## config.mk

```make
export PLATFORM = sky130hd
export DESIGN_NAME = fft_bfly2_pipe
export DESIGN_NICKNAME = d
export VERILOG_FILES = /design/src/rtl/fft_bfly2_pipe.sv
export SDC_FILE = /design/constraint.sdc
export NUM_CORES = 2
export LEC_CHECK = 0
export BUFFER_PORTS_ARGS = -buffer_cell sky130_fd_sc_hd__buf_2
export CORE_UTILIZATION = 58
export CTS_CLUSTER_SIZE = 12
export DETAILED_ROUTE_END_ITERATION = 10
export HOLD_SLACK_MARGIN = 0.1
export PLACE_DENSITY = 0.75
export SLEW_MARGIN = 10
export SYNTH_ARGS = -nofsm -noshare
export SYNTH_HDL_FRONTEND = slang
export SYNTH_SLANG_ARGS = --single-unit
```

## constraint.sdc

```tcl
create_clock -name clk -period 10.3 [get_ports clk]
set_input_delay 2.06 -clock clk [delete_from_list [all_inputs] [get_ports clk]]
set_output_delay 2.06 -clock clk [all_outputs]
set_load 0.05 [all_outputs]
```

## src/rtl/fft_bfly2_pipe.sv

```systemverilog
// fft_bfly2_pipe -- pipelined radix-2 DIT butterfly.
//
// Each accepted beat produces X1 = A + B*W and X2 = A - B*W.
// The beat can optionally use conj(W), which gives the inverse transform.
// The beat can also be scaled by an extra /2.
// Latency is three register stages, and the block accepts up to one beat per clock.
//
// Ports
//   clk, rst           clock (rising edge); asynchronous active-high reset
//   val_i / rdy_o      input handshake; rdy_o = ~val_o | rdy_i (combinational)
//   dat1_i, dat2_i     A and B, each {re, im}, DATA_INP_WD bits per part
//   wn_i               twiddle W {re, im}, WN_WD bits per part, FRA_WD fraction bits
//   inv_i              per beat: use conj(W)
//   scl_i              per beat: extra right shift by one
//   val_o / rdy_i      output handshake; the whole pipeline stalls when val_o & ~rdy_i
//   dat1_o, dat2_o     X1 and X2, each {re, im}, DATA_OUT_WD bits per part
//   ovf_o, ovf_clr_i   sticky range-overflow flag and its synchronous clear
module fft_bfly2_pipe #(
  parameter int DATA_INP_WD = 16,
  parameter int DATA_OUT_WD = 17,
  parameter int WN_WD       = 16,
  parameter int FRA_WD      = 14,
  parameter int RND_MODE    = 1,
  parameter int SAT_EN      = 1
) (
  input  logic                       clk,
  input  logic                       rst,
  input  logic                       val_i,
  output logic                       rdy_o,
  input  logic [2*DATA_INP_WD-1:0]   dat1_i,
  input  logic [2*DATA_INP_WD-1:0]   dat2_i,
  input  logic [2*WN_WD-1:0]         wn_i,
  input  logic                       inv_i,
  input  logic                       scl_i,
  output logic                       val_o,
  input  logic                       rdy_i,
  output logic [2*DATA_OUT_WD-1:0]   dat1_o,
  output logic [2*DATA_OUT_WD-1:0]   dat2_o,
  output logic                       ovf_o,
  input  logic                       ovf_clr_i
);

  localparam int PW = DATA_INP_WD + WN_WD + 2;         // complex product width
  localparam int AW = DATA_INP_WD + FRA_WD;            // A aligned to the product scale
  localparam int SW = ((AW > PW) ? AW : PW) + 2;       // guard bit + rounding headroom
  localparam int DO = DATA_OUT_WD;

  // Round-half-up adds half an LSB of the final result, then shifts arithmetically.
  function automatic logic signed [SW-1:0] scale(input logic signed [SW-1:0] s,
                                                 input logic sc);
    logic signed [SW-1:0] rnd;
    logic signed [SW-1:0] t;
    rnd = '0;
    if (RND_MODE != 0) begin
      if (sc) rnd[FRA_WD]   = 1'b1;
      else    rnd[FRA_WD-1] = 1'b1;
    end
    t = s + rnd;
    if (sc) return t >>> (FRA_WD + 1);
    return t >>> FRA_WD;
  endfunction

  // The value fits in DO bits only when all bits from DO-1 upward equal the sign bit.
  function automatic logic out_of_range(input logic signed [SW-1:0] v);
    return !((&v[SW-1:DO-1]) || !(|v[SW-1:DO-1]));
  endfunction

  function automatic logic [DO-1:0] fit(input logic signed [SW-1:0] v);
    if ((SAT_EN != 0) && out_of_range(v))
      return v[SW-1] ? {1'b1, {(DO-1){1'b0}}} : {1'b0, {(DO-1){1'b1}}};
    return v[DO-1:0];
  endfunction

  logic en;
  logic val_q;

  assign en    = ~val_q | rdy_i;
  assign rdy_o = en;

  // Stage 1: operands; W.im is conjugated here, one bit wider so -(-2^(WN_WD-1)) fits
  logic                          v1_q, scl1_q;
  logic signed [DATA_INP_WD-1:0] a_re1_q, a_im1_q, b_re1_q, b_im1_q;
  logic signed [WN_WD-1:0]       w_re1_q;
  logic signed [WN_WD:0]         w_im1_q;
  logic signed [WN_WD:0]         w_im_x, w_im_d;

  assign w_im_x = {wn_i[WN_WD-1], wn_i[WN_WD-1:0]};
  assign w_im_d = inv_i ? -w_im_x : w_im_x;

  always_ff @(posedge clk or posedge rst) begin
    if (rst) begin
      v1_q    <= 1'b0;
      scl1_q  <= 1'b0;
      a_re1_q <= '0;
      a_im1_q <= '0;
      b_re1_q <= '0;
      b_im1_q <= '0;
      w_re1_q <= '0;
      w_im1_q <= '0;
    end else if (en) begin
      v1_q    <= val_i;
      scl1_q  <= scl_i;
      a_re1_q <= dat1_i[2*DATA_INP_WD-1:DATA_INP_WD];
      a_im1_q <= dat1_i[DATA_INP_WD-1:0];
      b_re1_q <= dat2_i[2*DATA_INP_WD-1:DATA_INP_WD];
      b_im1_q <= dat2_i[DATA_INP_WD-1:0];
      w_re1_q <= wn_i[2*WN_WD-1:WN_WD];
      w_im1_q <= w_im_d;
    end
  end

  // Stage 2: full-precision complex product B*W
  logic signed [PW-1:0] bre_x, bim_x, wre_x, wim_x, p_re_d, p_im_d;
  logic signed [PW-1:0] p_re_q, p_im_q;
  logic signed [DATA_INP_WD-1:0] a_re2_q, a_im2_q;
  logic                          v2_q, scl2_q;

  assign bre_x  = PW'(b_re1_q);
  assign bim_x  = PW'(b_im1_q);
  assign wre_x  = PW'(w_re1_q);
  assign wim_x  = PW'(w_im1_q);
  assign p_re_d = bre_x * wre_x - bim_x * wim_x;
  assign p_im_d = bre_x * wim_x + bim_x * wre_x;

  always_ff @(posedge clk or posedge rst) begin
    if (rst) begin
      v2_q    <= 1'b0;
      scl2_q  <= 1'b0;
      a_re2_q <= '0;
      a_im2_q <= '0;
      p_re_q  <= '0;
      p_im_q  <= '0;
    end else if (en) begin
      v2_q    <= v1_q;
      scl2_q  <= scl1_q;
      a_re2_q <= a_re1_q;
      a_im2_q <= a_im1_q;
      p_re_q  <= p_re_d;
      p_im_q  <= p_im_d;
    end
  end

  // Stage 3: add/subtract, scale, round, range-limit
  logic signed [SW-1:0] a_re_x, a_im_x, p_re_x, p_im_x;
  logic signed [SW-1:0] y1_re, y1_im, y2_re, y2_im;
  logic [2*DO-1:0]      dat1_d, dat2_d;
  logic                 oor_any, ovf_ev;

  assign a_re_x = SW'(a_re2_q) <<< FRA_WD;
  assign a_im_x = SW'(a_im2_q) <<< FRA_WD;
  assign p_re_x = SW'(p_re_q);
  assign p_im_x = SW'(p_im_q);

  assign y1_re = scale(a_re_x + p_re_x, scl2_q);
  assign y1_im = scale(a_im_x + p_im_x, scl2_q);
  assign y2_re = scale(a_re_x - p_re_x, scl2_q);
  assign y2_im = scale(a_im_x - p_im_x, scl2_q);

  assign dat1_d  = {fit(y1_re), fit(y1_im)};
  assign dat2_d  = {fit(y2_re), fit(y2_im)};
  assign oor_any = out_of_range(y1_re) | out_of_range(y1_im) |
                   out_of_range(y2_re) | out_of_range(y2_im);
  assign ovf_ev  = en & v2_q & oor_any;

  logic [2*DO-1:0] dat1_q, dat2_q;
  logic            ovf_pend_q, ovf_q;

  always_ff @(posedge clk or posedge rst) begin
    if (rst) begin
      val_q  <= 1'b0;
      dat1_q <= '0;
      dat2_q <= '0;
    end else if (en) begin
      val_q  <= v2_q;
      dat1_q <= dat1_d;
      dat2_q <= dat2_d;
    end
  end

  // The event is captured with the result, and the flag rises one edge later.
  // A set on the same edge as a clear takes priority over the clear.
  always_ff @(posedge clk or posedge rst) begin
    if (rst) begin
      ovf_pend_q <= 1'b0;
      ovf_q      <= 1'b0;
    end else begin
      ovf_pend_q <= ovf_ev;
      ovf_q      <= ovf_pend_q | (ovf_q & ~ovf_clr_i);
    end
  end

  assign val_o  = val_q;
  assign dat1_o = dat1_q;
  assign dat2_o = dat2_q;
  assign ovf_o  = ovf_q;

endmodule

```

[Yosys cells after proc, flatten, opt, wreduce, memory -nomap -nowiden]
Index checks and enable logic that the tools add are counted.
Cells by class
  multipliers: 4
  add/sub/neg operators: 11
  reductions and logical operators: 20
  mux-type cells: 19
  bitwise operators: 10
Operator list (count)
  2-to-1 mux 36 bit: 8
  2-to-1 mux 17 bit: 9
  adder 35 x 16 -> 36 bit: 4
  AND reduction 20 bit: 4
  OR reduction 20 bit: 4
  adder 30 x 34 -> 35 bit: 2
  subtractor 30 x 34 -> 35 bit: 2
  multiplier 16 x 17 -> 33 bit: 2
  multiplier 16 x 16 -> 32 bit: 2
  adder 33 x 32 -> 34 bit: 1
  subtractor 32 x 33 -> 34 bit: 1
  negator 16 -> 17 bit: 1
  logical NOT 1 bit: 8
  bitwise OR 1 bit: 5
  logical OR 1 bit: 4
  bitwise AND 1 bit: 3
  2-to-1 mux 1 bit: 2
  inverter 1 bit: 2
Storage, ports and cells
  input bits: 103
  register bits: 272
  output and inout port bits: 71
  word-level logic and storage cells: 83

[Logic depth before layout (Yosys ltp)]
  depth after elaboration: 12
  depth in mapped cells: 30
  depth with buffers taken out: 29

[Worst setup path after synthesis]
Ideal clock, no wire load.
  kind: register to register
  start point: reg w_im1_q[16]
  end point: reg p_re_q[33]
  setup slack: 2224 ps
  arrival time: 7952 ps
  cell stages (with the launch flop): 30
  required time: 10176 ps
  setup time: 124 ps
  period minus slack after synthesis: 8076 ps
  buffers on the path: 2
  cell sequence: dfrtp_1 clkbuf_1 clkbuf_1 nand2_1 inv_1 fa_1 inv_1 fa_1 inv_1 fa_1 inv_1 fa_1 fa_1 fa_1 fa_1 inv_1 fa_1 inv_1 ha_1 a21o_1 a21o_1 a21oi_1 o21ai_0 a311o_1 a21oi_1 o21ai_1 a41oi_1 a2111oi_0 o21a_1 o31a_1
Between the ends
  word-level cells in the longest chain between the ends: 2
Ends and longest elaborated chain
  start, declared: line 84  | logic signed [WN_WD:0] w_im1_q;
  start signal, assigned: line 108  | w_im1_q <= w_im_d;
  multiplier 16 x 17 -> 33 bit: line 122  | assign p_re_d = bre_x * wre_x - bim_x * wim_x;
  subtractor 32 x 33 -> 34 bit: line 122
  end signal, assigned: line 138  | p_re_q <= p_re_d;
  end, declared: line 114  | logic signed [PW-1:0] p_re_q, p_im_q;
No other way between the ends.
A chain may end at the register's enable or synchronous reset.

[Worst setup path after layout]
  start point: reg b_re1_q[9]
  end point: reg p_re_q[32]
Between the ends
  word-level cells in the longest chain between the ends: 2
Ends and longest elaborated chain
  start, declared: line 82  | logic signed [DATA_INP_WD-1:0] a_re1_q, a_im1_q, b_re1_q, b_im1_q;
  start signal, assigned: line 105  | b_re1_q <= dat2_i[2*DATA_INP_WD-1:DATA_INP_WD];
  multiplier 16 x 16 -> 32 bit: line 122
  subtractor 32 x 33 -> 34 bit: line 122
No other way between the ends.

==> impl_metrics.env <==
export IMPL_reg2reg_slack_ns=1.40
export IMPL_clkSinkCount=272
export IMPL_grt_max_degree=170
export IMPL_cts_buffers=37
export IMPL_startpoint_type="flip-flop"
export IMPL_area_growth_pct=6.03
export IMPL_fin_skew_ns=0.0280
export IMPL_die_width_um=319
export IMPL_fin_cells=7768
export IMPL_grt_use_met2_pct=49.2
export IMPL_nets=8244
export IMPL_n_fill_cell=8295
export IMPL_cts_tree="built"
export IMPL_synth_edf_count=0
export IMPL_cts_hold_repair_buffers=0
export IMPL_grt_pass1_wl_um=252000
export IMPL_arrival_ns=9.33
export IMPL_synth_async_reset_ratio_pct=100
export IMPL_yosys_warnings=0
export IMPL_maxCapViolations=0
export IMPL_ys_seq_area_share_pct=11.6
export IMPL_crit_buf_inv=7
export IMPL_syn_instance_count=6414
export IMPL_crit_family="adder cells"
export IMPL_viasPerCell=5.58
export IMPL_path_clk_slew_ns=0.06
export IMPL_tns_ns=0
export IMPL_status="complete, no violations"
export IMPL_grt_overflow=0
export IMPL_syn_area_per_cell_um2=9.11
export IMPL_grt_use_met1_pct=44.7
export IMPL_critPathRequiredTime_ns=10.73
export IMPL_crit_top_cell="fa_1"
export IMPL_first_pass_iters=6
export IMPL_drtIter0Drc=3433
export IMPL_worstSetupEndpointType="flip-flop"
export IMPL_drt_wl_total_um=155000
export IMPL_antenna_found_initial=0
export IMPL_num_rows=116
export IMPL_critPathMaxFanout=20
export IMPL_tightest_slew_ns=1.22
export IMPL_post_cts_setup_buffers=0
export IMPL_cts_root_buf="clkbuf_16"
export IMPL_rsz0062_at_grt="false"
export IMPL_ys_types=85
export IMPL_place_hpwl_um=126000
export IMPL_final_layout_size_suffix_gt1_share_pct=5.78
export IMPL_slowest_stage="dfrtp_1"
export IMPL_start_util_pct=58.4
export IMPL_place_gp_congestion=0.948
export IMPL_finalHoldViolations=0
export IMPL_num_vias=43300
export IMPL_ant_nets=0
export IMPL_fmax_mhz=112
export IMPL_fin_crit_ns=8.90
export IMPL_fin_crit_sh_pct=86.4
export IMPL_ios=174
export IMPL_grtUsageTotal_pct=31.9
export IMPL_cts_buffer_depth=3
export IMPL_path_class="flip-flop to flip-flop"
export IMPL_ys_ff_latch=272
export IMPL_grt_pass1_vias=45200
export IMPL_place_port_buffers=173
export IMPL_synth_flop_cell="dfrtp_1"
export IMPL_hp_class="flip-flop to flip-flop"
export IMPL_die_area_um2=102000
export IMPL_final_seq_area_um2=6810
export IMPL_coreArea_um2=100000
export IMPL_clock_latency_ns=0.59
export IMPL_slew_headroom_pct=19.0
export IMPL_drc=0
export IMPL_synth_area_um2=58400
export IMPL_syn_num_nets=8217
export IMPL_dp_cells=7700
export IMPL_grt_util_met3_pct=4.75
export IMPL_wire_per_inst_um=20.0
export IMPL_busiest_layer="met2"
export IMPL_fp_dieH_um=319
export IMPL_report_final_slew_viol_count=0
export IMPL_htreeDepth=2
export IMPL_multi_input_area_um2=45200
export IMPL_critical_path_max_stage_delay_ns=0.71
export IMPL_setup_viol=0
export IMPL_cts_resized=0
[final cells by class]
type | count | area share [%]
Antenna cell | 1 | 0.00404
Clock buffer | 53 | 1.84
Clock inverter | 14 | 0.293
Inverter | 1427 | 8.67
Multi-Input combinational cell | 4429 | 72.9
Sequential cell | 272 | 11.0
Tap cell | 1298 | 2.62
Timing Repair Buffer | 274 | 2.66
[routing by layer]
layer	wire (µm)	vias up
met5	0	-
met3	12300	301
met2	71000	1779
li1	-	19200
met4	8630	0
met1	63300	22100
[cell usage after synthesis (45+ instances only)]
cell type | instances | share of area [%]
xnor2_1 | 92 | 1.4
nor2b_1 | 51 | 0.55
nor3_1 | 53 | 0.45
a21o_1 | 53 | 0.68
nor2_1 | 169 | 1.1
nand3_1 | 45 | 0.39
fa_1 | 1218 | 42
ha_1 | 482 | 10
dfrtp_1 | 272 | 12
inv_1 | 1426 | 9.2
o21ai_0 | 112 | 0.96
and2_1 | 527 | 5.6
xor2_1 | 61 | 0.91
nand2_1 | 1018 | 6.5
clkbuf_1 | 269 | 1.7
a21oi_1 | 133 | 1.1
[registers in the layout, indices dropped and copies added (netlist names), 16 cells and up]
name / flops
a_re2_q: 16
p_im_q: 34
dat2_o: 34
b_im1_q: 16
a_re1_q: 16
w_im1_q: 17
a_im2_q: 16
a_im1_q: 16
dat1_o: 34
w_re1_q: 16
b_re1_q: 16
p_re_q: 34
[final timing paths]
path	endpoint	startpoint	cells after the start
min in group asynchronous	dat2_o[16]$_DFFE_PP0N_	rst	2
max in group asynchronous	w_im1_q[1]$_DFFE_PP0N_	rst	3
min	ovf_o$_DFF_PP0_	ovf_pend_q$_DFF_PP0_	1
min reg2reg	ovf_o$_DFF_PP0_	ovf_pend_q$_DFF_PP0_	1
max reg2reg	p_re_q[32]$_DFFE_PP0N_	b_re1_q[9]$_DFFE_PP0N_	27
max	p_re_q[32]$_DFFE_PP0N_	b_re1_q[9]$_DFFE_PP0N_	27
[per-stage QoR]
step	hold WS [ns]	worst slack, ns	util, %	instance area [µm²]
floorplan	0.404	0.745	-	58400
global placement	0.421	1.72	60.6	60600
detailed placement	0.427	1.55	60.6	60600
CTS	0.439	1.53	62.0	62000
global route	0.464	0.984	62.0	62000
finish	0.433	1.40	62.0	62000
[layout by cell type, fill, tap and decap left out, types with 19 or more instances in the layout]
cell       count
a211oi_1      19
a21o_1        53
dfrtp_1      270
xor2_1        61
fa_1        1218
nor2b_1       50
or3_1         23
o21ai_0      112
nand3_1       45
ha_1         482
mux2i_1       19
nor2_1       169
buf_2        173
xnor2_1       92
a21oi_1      133
o21a_1        30
o211ai_1      23
and2_1       527
clkbuf_16     38
inv_1       1425
buf_4         99
nor3_1        53
a31oi_1       24
nand2b_1      42
nand2_1     1018
[logic make-up (layout without fill, tap and decap cells)]
| family | count (synthesis) | count (layout) | share of synthesized area [%] |
|---|---|---|---|
| AOI/OAI and AO/OA | 552 | 552 | 6.30 |
| xor gates and xnor gates | 153 | 153 | 2.29 |
| adders and majority gates | 1700 | 1700 | 52.1 |
| buffers and inverters | 1713 | 1768 | 11.0 |
| DFF | 272 | 272 | 11.6 |
| muxes | 19 | 19 | 0.325 |
| other | 0 | 1 | 0 |
| and+or+nand+nor | 2005 | 2005 | 16.3 |
Power is left out: the tool's default activity adds up to more than one toggle a clock period on the data nets, which glitch-free logic cannot reach.
